**src/rtl/hc05_spi_pkg.sv**
```systemverilog
// rtl/hc05_spi_pkg.sv - register map, bit positions, FSM states and SPR divider table
package hc05_spi_pkg;

   localparam logic [1:0] REG_SPCR = 2'd0;
   localparam logic [1:0] REG_SPSR = 2'd1;
   localparam logic [1:0] REG_SPDR = 2'd2;

   localparam int SPCR_SPIE = 7;
   localparam int SPCR_SPE  = 6;
   localparam int SPCR_MSTR = 4;
   localparam int SPCR_CPOL = 3;
   localparam int SPCR_CPHA = 2;

   localparam int SPSR_SPIF = 7;
   localparam int SPSR_WCOL = 6;
   localparam int SPSR_MODF = 4;

   typedef enum logic {
      ST_IDLE = 1'b0,
      ST_XFER = 1'b1
   } spi_state_e;

   localparam logic [5:0] SPR_DIV [4] = '{6'd2, 6'd4, 6'd16, 6'd32};

   // A byte takes eight bit times, so the load value is the divider times 8.
   function automatic logic [8:0] xfer_ticks(input logic [1:0] spr, input logic fast);
      logic [5:0] div;
      div = SPR_DIV[spr];
      if (fast) begin
         return 9'd8;
      end
      return {div, 3'b000};
   endfunction

endpackage

```
**src/rtl/hc05_spi_master_if.sv**
```systemverilog
// rtl/hc05_spi_master_if.sv - parallel byte link between the SPI master and the servo stage
interface parallelel_spi;

   logic       write;
   logic [7:0] mosi;
   logic [7:0] miso;

   modport master (output write, output mosi, input miso);
   modport slave  (input write, input mosi, output miso);

endinterface

```
**src/rtl/spi_bit_timer.sv**
```systemverilog
// rtl/spi_bit_timer.sv - ce-tick down-counter that flags the last tick of a byte transfer
module spi_bit_timer
   import hc05_spi_pkg::*;
(
   input  logic       clk,
   input  logic       reset_n,
   input  logic       ce,
   input  logic       load,
   input  logic [1:0] spr,
   input  logic       fast_sim,
   output logic       done
);

   logic [8:0] count_q;

   // SPR is only sampled at load, so reprogramming mid-transfer leaves the count alone.
   always_ff @(posedge clk or negedge reset_n) begin
      if (!reset_n) begin
         count_q <= 9'd0;
      end else if (load) begin
         count_q <= xfer_ticks(spr, fast_sim);
      end else if (ce && (count_q != 9'd0)) begin
         count_q <= count_q - 9'd1;
      end
   end

   assign done = ce && !load && (count_q == 9'd1);

endmodule

```
**src/rtl/hc05_spi_master.sv**
```systemverilog
// rtl/hc05_spi_master.sv - HC05-style SPI master: SPCR/SPSR/SPDR registers driving a byte-wide servo link
module hc05_spi_master
   import hc05_spi_pkg::*;
#(
   parameter int FAST_SIM = 0
) (
   input  logic         clk,
   input  logic         reset_n,
   input  logic         ce,
   input  logic         cs,
   input  logic         we,
   input  logic [1:0]   reg_sel,
   input  logic [7:0]   wdata,
   output logic [7:0]   rdata,
   parallelel_spi.master spi,
   input  logic         mode_fault,
   output logic         irq
);

   spi_state_e state_q, state_d;

   logic       spie_q, spe_q, mstr_q, cpol_q, cpha_q;
   logic [1:0] spr_q;
   logic       spif_q, wcol_q, modf_q;
   logic       spif_arm_q, wcol_arm_q, modf_arm_q;
   logic [7:0] tx_q, rx_q;

   logic       wr_spcr, rd_spsr, acc_spdr, wr_spdr;
   logic       fault_hit, spcr_abort;
   logic       load, complete, done;
   logic [7:0] spcr_v, spsr_v;

   assign wr_spcr    = cs && we && (reg_sel == REG_SPCR);
   assign rd_spsr    = cs && !we && (reg_sel == REG_SPSR);
   assign acc_spdr   = cs && (reg_sel == REG_SPDR);
   assign wr_spdr    = acc_spdr && we;
   assign fault_hit  = mode_fault && mstr_q;
   assign spcr_abort = wr_spcr && (!wdata[SPCR_SPE] || !wdata[SPCR_MSTR]);

   spi_bit_timer u_timer (
      .clk      (clk),
      .reset_n  (reset_n),
      .ce       (ce),
      .load     (load),
      .spr      (spr_q),
      .fast_sim (FAST_SIM != 0),
      .done     (done)
   );

   always_ff @(posedge clk or negedge reset_n) begin
      if (!reset_n) begin
         state_q <= ST_IDLE;
      end else begin
         state_q <= state_d;
      end
   end

   // Aborts (mode fault or SPE/MSTR dropped) take priority over a coincident completion.
   always_comb begin
      state_d  = state_q;
      load     = 1'b0;
      complete = 1'b0;
      case (state_q)
         ST_IDLE: begin
            if (wr_spdr && spe_q && mstr_q && !fault_hit) begin
               load    = 1'b1;
               state_d = ST_XFER;
            end
         end
         ST_XFER: begin
            if (fault_hit || spcr_abort) begin
               state_d = ST_IDLE;
            end else if (done) begin
               complete = 1'b1;
               state_d  = ST_IDLE;
            end
         end
         default: state_d = ST_IDLE;
      endcase
   end

   assign spi.write = complete;
   assign spi.mosi  = complete ? tx_q : 8'hFF;

   always_ff @(posedge clk or negedge reset_n) begin
      if (!reset_n) begin
         spie_q     <= 1'b0;
         spe_q      <= 1'b0;
         mstr_q     <= 1'b0;
         cpol_q     <= 1'b0;
         cpha_q     <= 1'b0;
         spr_q      <= 2'd0;
         spif_q     <= 1'b0;
         wcol_q     <= 1'b0;
         modf_q     <= 1'b0;
         spif_arm_q <= 1'b0;
         wcol_arm_q <= 1'b0;
         modf_arm_q <= 1'b0;
         tx_q       <= 8'h00;
         rx_q       <= 8'h00;
      end else begin
         if (wr_spcr) begin
            spie_q <= wdata[SPCR_SPIE];
            spe_q  <= wdata[SPCR_SPE];
            mstr_q <= wdata[SPCR_MSTR];
            cpol_q <= wdata[SPCR_CPOL];
            cpha_q <= wdata[SPCR_CPHA];
            spr_q  <= wdata[1:0];
            if (modf_arm_q) begin
               modf_q     <= 1'b0;
               modf_arm_q <= 1'b0;
            end
         end
         if (fault_hit) begin
            spe_q  <= 1'b0;
            mstr_q <= 1'b0;
            modf_q <= 1'b1;
         end

         // Flag clears are ordered before the sets so a same-clk set survives.
         if (acc_spdr && spif_arm_q) begin
            spif_q     <= 1'b0;
            spif_arm_q <= 1'b0;
         end
         if (acc_spdr && wcol_arm_q) begin
            wcol_q     <= 1'b0;
            wcol_arm_q <= 1'b0;
         end
         if (wr_spdr && (state_q == ST_IDLE)) begin
            tx_q <= wdata;
         end
         if (wr_spdr && (state_q == ST_XFER)) begin
            wcol_q <= 1'b1;
         end
         if (complete) begin
            spif_q <= 1'b1;
            rx_q   <= spi.miso;
         end

         if (rd_spsr) begin
            if (spif_q) spif_arm_q <= 1'b1;
            if (wcol_q) wcol_arm_q <= 1'b1;
            if (modf_q) modf_arm_q <= 1'b1;
         end
      end
   end

   always_comb begin
      spcr_v            = 8'h00;
      spcr_v[SPCR_SPIE] = spie_q;
      spcr_v[SPCR_SPE]  = spe_q;
      spcr_v[SPCR_MSTR] = mstr_q;
      spcr_v[SPCR_CPOL] = cpol_q;
      spcr_v[SPCR_CPHA] = cpha_q;
      spcr_v[1:0]       = spr_q;
      spsr_v            = 8'h00;
      spsr_v[SPSR_SPIF] = spif_q;
      spsr_v[SPSR_WCOL] = wcol_q;
      spsr_v[SPSR_MODF] = modf_q;
   end

   always_comb begin
      rdata = 8'hFF;
      case (reg_sel)
         REG_SPCR: rdata = spcr_v;
         REG_SPSR: rdata = spsr_v;
         REG_SPDR: rdata = rx_q;
         default:  rdata = 8'hFF;
      endcase
   end

   assign irq = spie_q && (spif_q || modf_q);

endmodule

```
**src/flat_wrapper.sv**
```systemverilog
// flat-port wrapper written by rule: the top's interface ports become plain ports
module hc05_spi_master_flat import hc05_spi_pkg::*;
#(
   parameter int FAST_SIM = 0
)
  (clk, reset_n, ce, cs, we, reg_sel, wdata, rdata, mode_fault, irq, spi_write, spi_mosi, spi_miso);
  parallelel_spi spi_i ();
  input  logic clk;
  input  logic reset_n;
  input  logic ce;
  input  logic cs;
  input  logic we;
  input  logic [1:0] reg_sel;
  input  logic [7:0] wdata;
  output logic [7:0] rdata;
  input  logic mode_fault;
  output logic irq;
  output wire logic [$bits(spi_i.write)-1:0] spi_write;
  output wire logic [$bits(spi_i.mosi)-1:0] spi_mosi;
  input wire logic [$bits(spi_i.miso)-1:0] spi_miso;
  assign spi_write = spi_i.write;
  assign spi_mosi = spi_i.mosi;
  assign spi_i.miso = spi_miso;
  hc05_spi_master #(.FAST_SIM(FAST_SIM)) u_core (.clk(clk), .reset_n(reset_n), .ce(ce), .cs(cs), .we(we), .reg_sel(reg_sel), .wdata(wdata), .rdata(rdata), .spi(spi_i), .mode_fault(mode_fault), .irq(irq));
endmodule
```
**config.mk**
```make
export PLATFORM = sky130hd
export DESIGN_NAME = hc05_spi_master_flat
export DESIGN_NICKNAME = d
export VERILOG_FILES = /design/src/rtl/hc05_spi_pkg.sv /design/src/rtl/hc05_spi_master_if.sv /design/src/rtl/spi_bit_timer.sv /design/src/rtl/hc05_spi_master.sv /design/src/flat_wrapper.sv
export SDC_FILE = /design/constraint.sdc
export NUM_CORES = 1
export LEC_CHECK = 0
export BUFFER_PORTS_ARGS = -buffer_cell sky130_fd_sc_hd__buf_2
export CORE_MARGIN = 2
export CORE_UTILIZATION = 30
export CTS_BUF_LIST = sky130_fd_sc_hd__clkbuf_8
export CTS_CLUSTER_SIZE = 10
export DETAILED_ROUTE_END_ITERATION = 8
export MAX_ROUTING_LAYER = met4
export PLACE_DENSITY = 0.49
export SLEW_MARGIN = 10
export SYNTH_ARGS = -nofsm -noshare
export SYNTH_HDL_FRONTEND = slang
export SYNTH_SLANG_ARGS = --single-unit
export TNS_END_PERCENT = 1
```
**constraint.sdc**
```tcl
create_clock -name clk -period 2.32 [get_ports clk]
set_input_delay 0.58 -clock clk [delete_from_list [all_inputs] [get_ports clk]]
set_output_delay 0.58 -clock clk [all_outputs]
set_load 0.005 [all_outputs]
```
==> results.toml <==
[outcome]
status = "finished with violations"
violations = "design-rule violations, negative setup slack"

[global_routing]
grt_usage_pct = 13.36
grt_pass1_wl_mm = 7.493
antenna_found_initial = 0
grt_busiest_layer = "met2"
grt_overflow_total = 0
grt.met3_usage_pct = 2.695
grt_start_max_net_pins = 40
grt_use_met1_pct = 18.22
gr-usage-met2_pct = 19.94
grt_pass1_vias = 1538

[detailed_routing]
dr.pass1.iters = 6
route.vias.total = 1507
drtIter0Drc = 53
wire_per_inst_um = 14.51
drcViolationCount = 1
vias_per_cell = 4.846
antenna_left = 0
wl_mm = 4.512

[clocking]
path_clk_slew_ns = 0.07
cts_num_sinks = 39
numCtsBuffers = 5
clk_latency_ns = 0.29
h-tree-depth = 2
cts-root-buf = "clkbuf_8"
cts_tree = "done"
clk_path_buf_depth = 2

[timing]
fmax_ghz = 0.4209
worst_slew_margin_rel_pct = 66.66
period_minus_slack_ns = 2.376
hold_ws_ns = 0.3464
setup_viol = 8
fin_crit_sh_pct = 102.4
finalWorstSetupSlack_ns = -0.05586
slew_viol_final = 0
fin_skew_ns = 0.01376
rsz0062_at_grt = "true"
hold_viol = 0
tightest_slew_ns = 0.4876

[final_layout]
layout_commonest_cell = "buf_2"
drive_gt1_share_pct = 42.74
diodes = 0
area_growth_pct = 25.31
fill_cells = 630
final_nets = 260
regArea_sq_um = 977.2
layout_common_cells = "buf_2, dfrtp_1, mux2_2"
final_util_pct = 39.26
fin_area_sq_mm = 0.002521
multi_input_area_sq_um = 991.0

[setup_path]
crit_type = "flop to primary output"
worst-path-max-fanout = 9
crit_family = "simple AND/OR/NAND/NOR gates"
setup.worst_path.end_class = "primary output"
cp-start-kind = "flop"
cp.required_ns = 1.74
cp.arrival_ns = 1.80
slowest_delay_ns = 0.43
path_cells = "nor4_4, nand4_2, a211oi_4, buf_12, nand2b_1, buf_2"
cp_num_buf_inv = 2
slowest_stage = "dfrtp_2"

[synth]
synth_cells = 173
async_flop_share_pct = 100.0
syn_area_sq_mm = 0.002012
yosys.cell_types.count = 38
synth_nets = 200
synth_edf_count = 0
yosysWarnings = 0
yosysSeqAreaShare_pct = 48.51
ys.flop_type = "dfrtp_1"
synth-seq-cells = 39
avgSynthCellArea_sq_um = 11.63

[die]
core_area_sq_mm = 0.006422
row_count = 29
die_y_um = 85.89
dieArea_sq_mm = 0.007377
die_x_um = 85.89
io-pin-count = 42
start_util_pct = 31.33

[flow_run]
drv_cap = 0

[pwr]
ir_worst_vdd_mv = 0.2699
leakage_nw = 1.157
power-per-cell-area_mw_per_mm2 = 819.8

[place]
place_area_sq_mm = 0.002390
portBuffers = 41
dp_hpwl_mm = 3.216
gp_congestion = 0.7735

[worst_hold_path]
hold_path.class = "input port to asynchronous set/reset pin"
cell usage after synthesis (2+ instances only):
| master | number | share of area [%] |
|---|---|---|
| a211oi_1 | 3 | 1.1 |
| a21o_1 | 5 | 1.9 |
| a21oi_1 | 6 | 1.5 |
| a22o_1 | 4 | 1.7 |
| a311oi_1 | 2 | 0.87 |
| buf_4 | 2 | 0.75 |
| clkbuf_1 | 4 | 0.75 |
| dfrtp_1 | 39 | 49 |
| ha_1 | 3 | 1.9 |
| inv_1 | 3 | 0.56 |
| mux2_2 | 24 | 13 |
| mux2i_1 | 7 | 3.5 |
| nand2_1 | 17 | 3.2 |
| nand2b_1 | 11 | 3.4 |
| nor2_1 | 10 | 1.9 |
| nor3_1 | 2 | 0.50 |
| o21a_1 | 2 | 0.75 |
| o21ai_0 | 4 | 1.0 |
| o22a_1 | 3 | 1.3 |
| xnor2_1 | 4 | 1.7 |
routing by layer:
metal | wire length, um | vias up
met1 | 2224 | 728
met2 | 2121 | 27
met5 | 0 | -
met4 | 44 | 0
li1 | - | 748
met3 | 122 | 4
power breakdown:
| part | total [mW] | switching, mW | internal [mW] | leakage [nW] |
|---|---|---|---|---|
| Clock | 0.443 | 0.237 | 0.206 | 0.0453 |
| Sequential | 0.988 | 0.145 | 0.843 | 0.489 |
| Combinational | 0.636 | 0.301 | 0.335 | 0.623 |
| Total | 2.07 | 0.683 | 1.38 | 1.16 |
metrics by stage:
step	instances	total power, mW	setup TNS [ns]	setup slack, ns
floorplan	173	1.394	0	0.002860
global placement	297	1.615	0	0.1824
CTS	311	2.106	-1.237	-0.1488
detailed placement	297	1.620	0	0.1740
finish	311	2.067	-0.4004	-0.05586
global route	311	2.226	-1.427	-0.1738
final timing paths:
path                                           start                         to  slack, ns  cells past startpoint
min in group clk                      u_core.tx_q[5]             u_core.tx_q[5]       0.50                      1
max in group asynchronous                    reset_n  u_core.u_timer.count_q[5]       1.60                      2
max reg2reg                u_core.u_timer.count_q[5]             u_core.rx_q[5]       0.30                      7
min                                          reset_n  u_core.u_timer.count_q[8]       0.35                      2
max                        u_core.u_timer.count_q[5]                spi_mosi[5]      -0.06                      6
min reg2reg                           u_core.tx_q[5]             u_core.tx_q[5]       0.50                      1
flip-flops by register name, summed over array words and instances (netlist names), 2 cells and up:
register / cells
u_core.spr_q: 2
u_core.rx_q: 8
u_core.tx_q: 8
u_core.u_timer.count_q: 9
cells by family (layout without fill, tap and decap cells):
logic type | count (synthesis) | after routing | synth area share [%]
multiplexers | 31 | 31 | 16.92
flip-flops | 39 | 39 | 48.51
buffers and inverters | 10 | 71 | 2.238
adder cells (fa/ha/maj) | 3 | 3 | 1.866
AND/OR/NAND/NOR | 52 | 52 | 14.99
XOR/XNOR | 4 | 4 | 1.741
AO/OA/AOI/OAI | 34 | 34 | 13.74
layout make-up:
type | instances | share of cell area [%]
multi-input combinational | 124 | 39.31
sequential | 39 | 38.76
timing repair buffer | 60 | 14.29
tap | 77 | 3.821
clock buffer | 5 | 2.730
clock inverter | 3 | 0.6452
inverter | 3 | 0.4466
repair_timing:
action	in CTS	in global routing
setup buffers	6	0
endpoints found under the setup margin	9	9
resized for setup	1	0
pin swaps	3	1
hold buffers	0	0
Power figures use the tool's default switching activity.
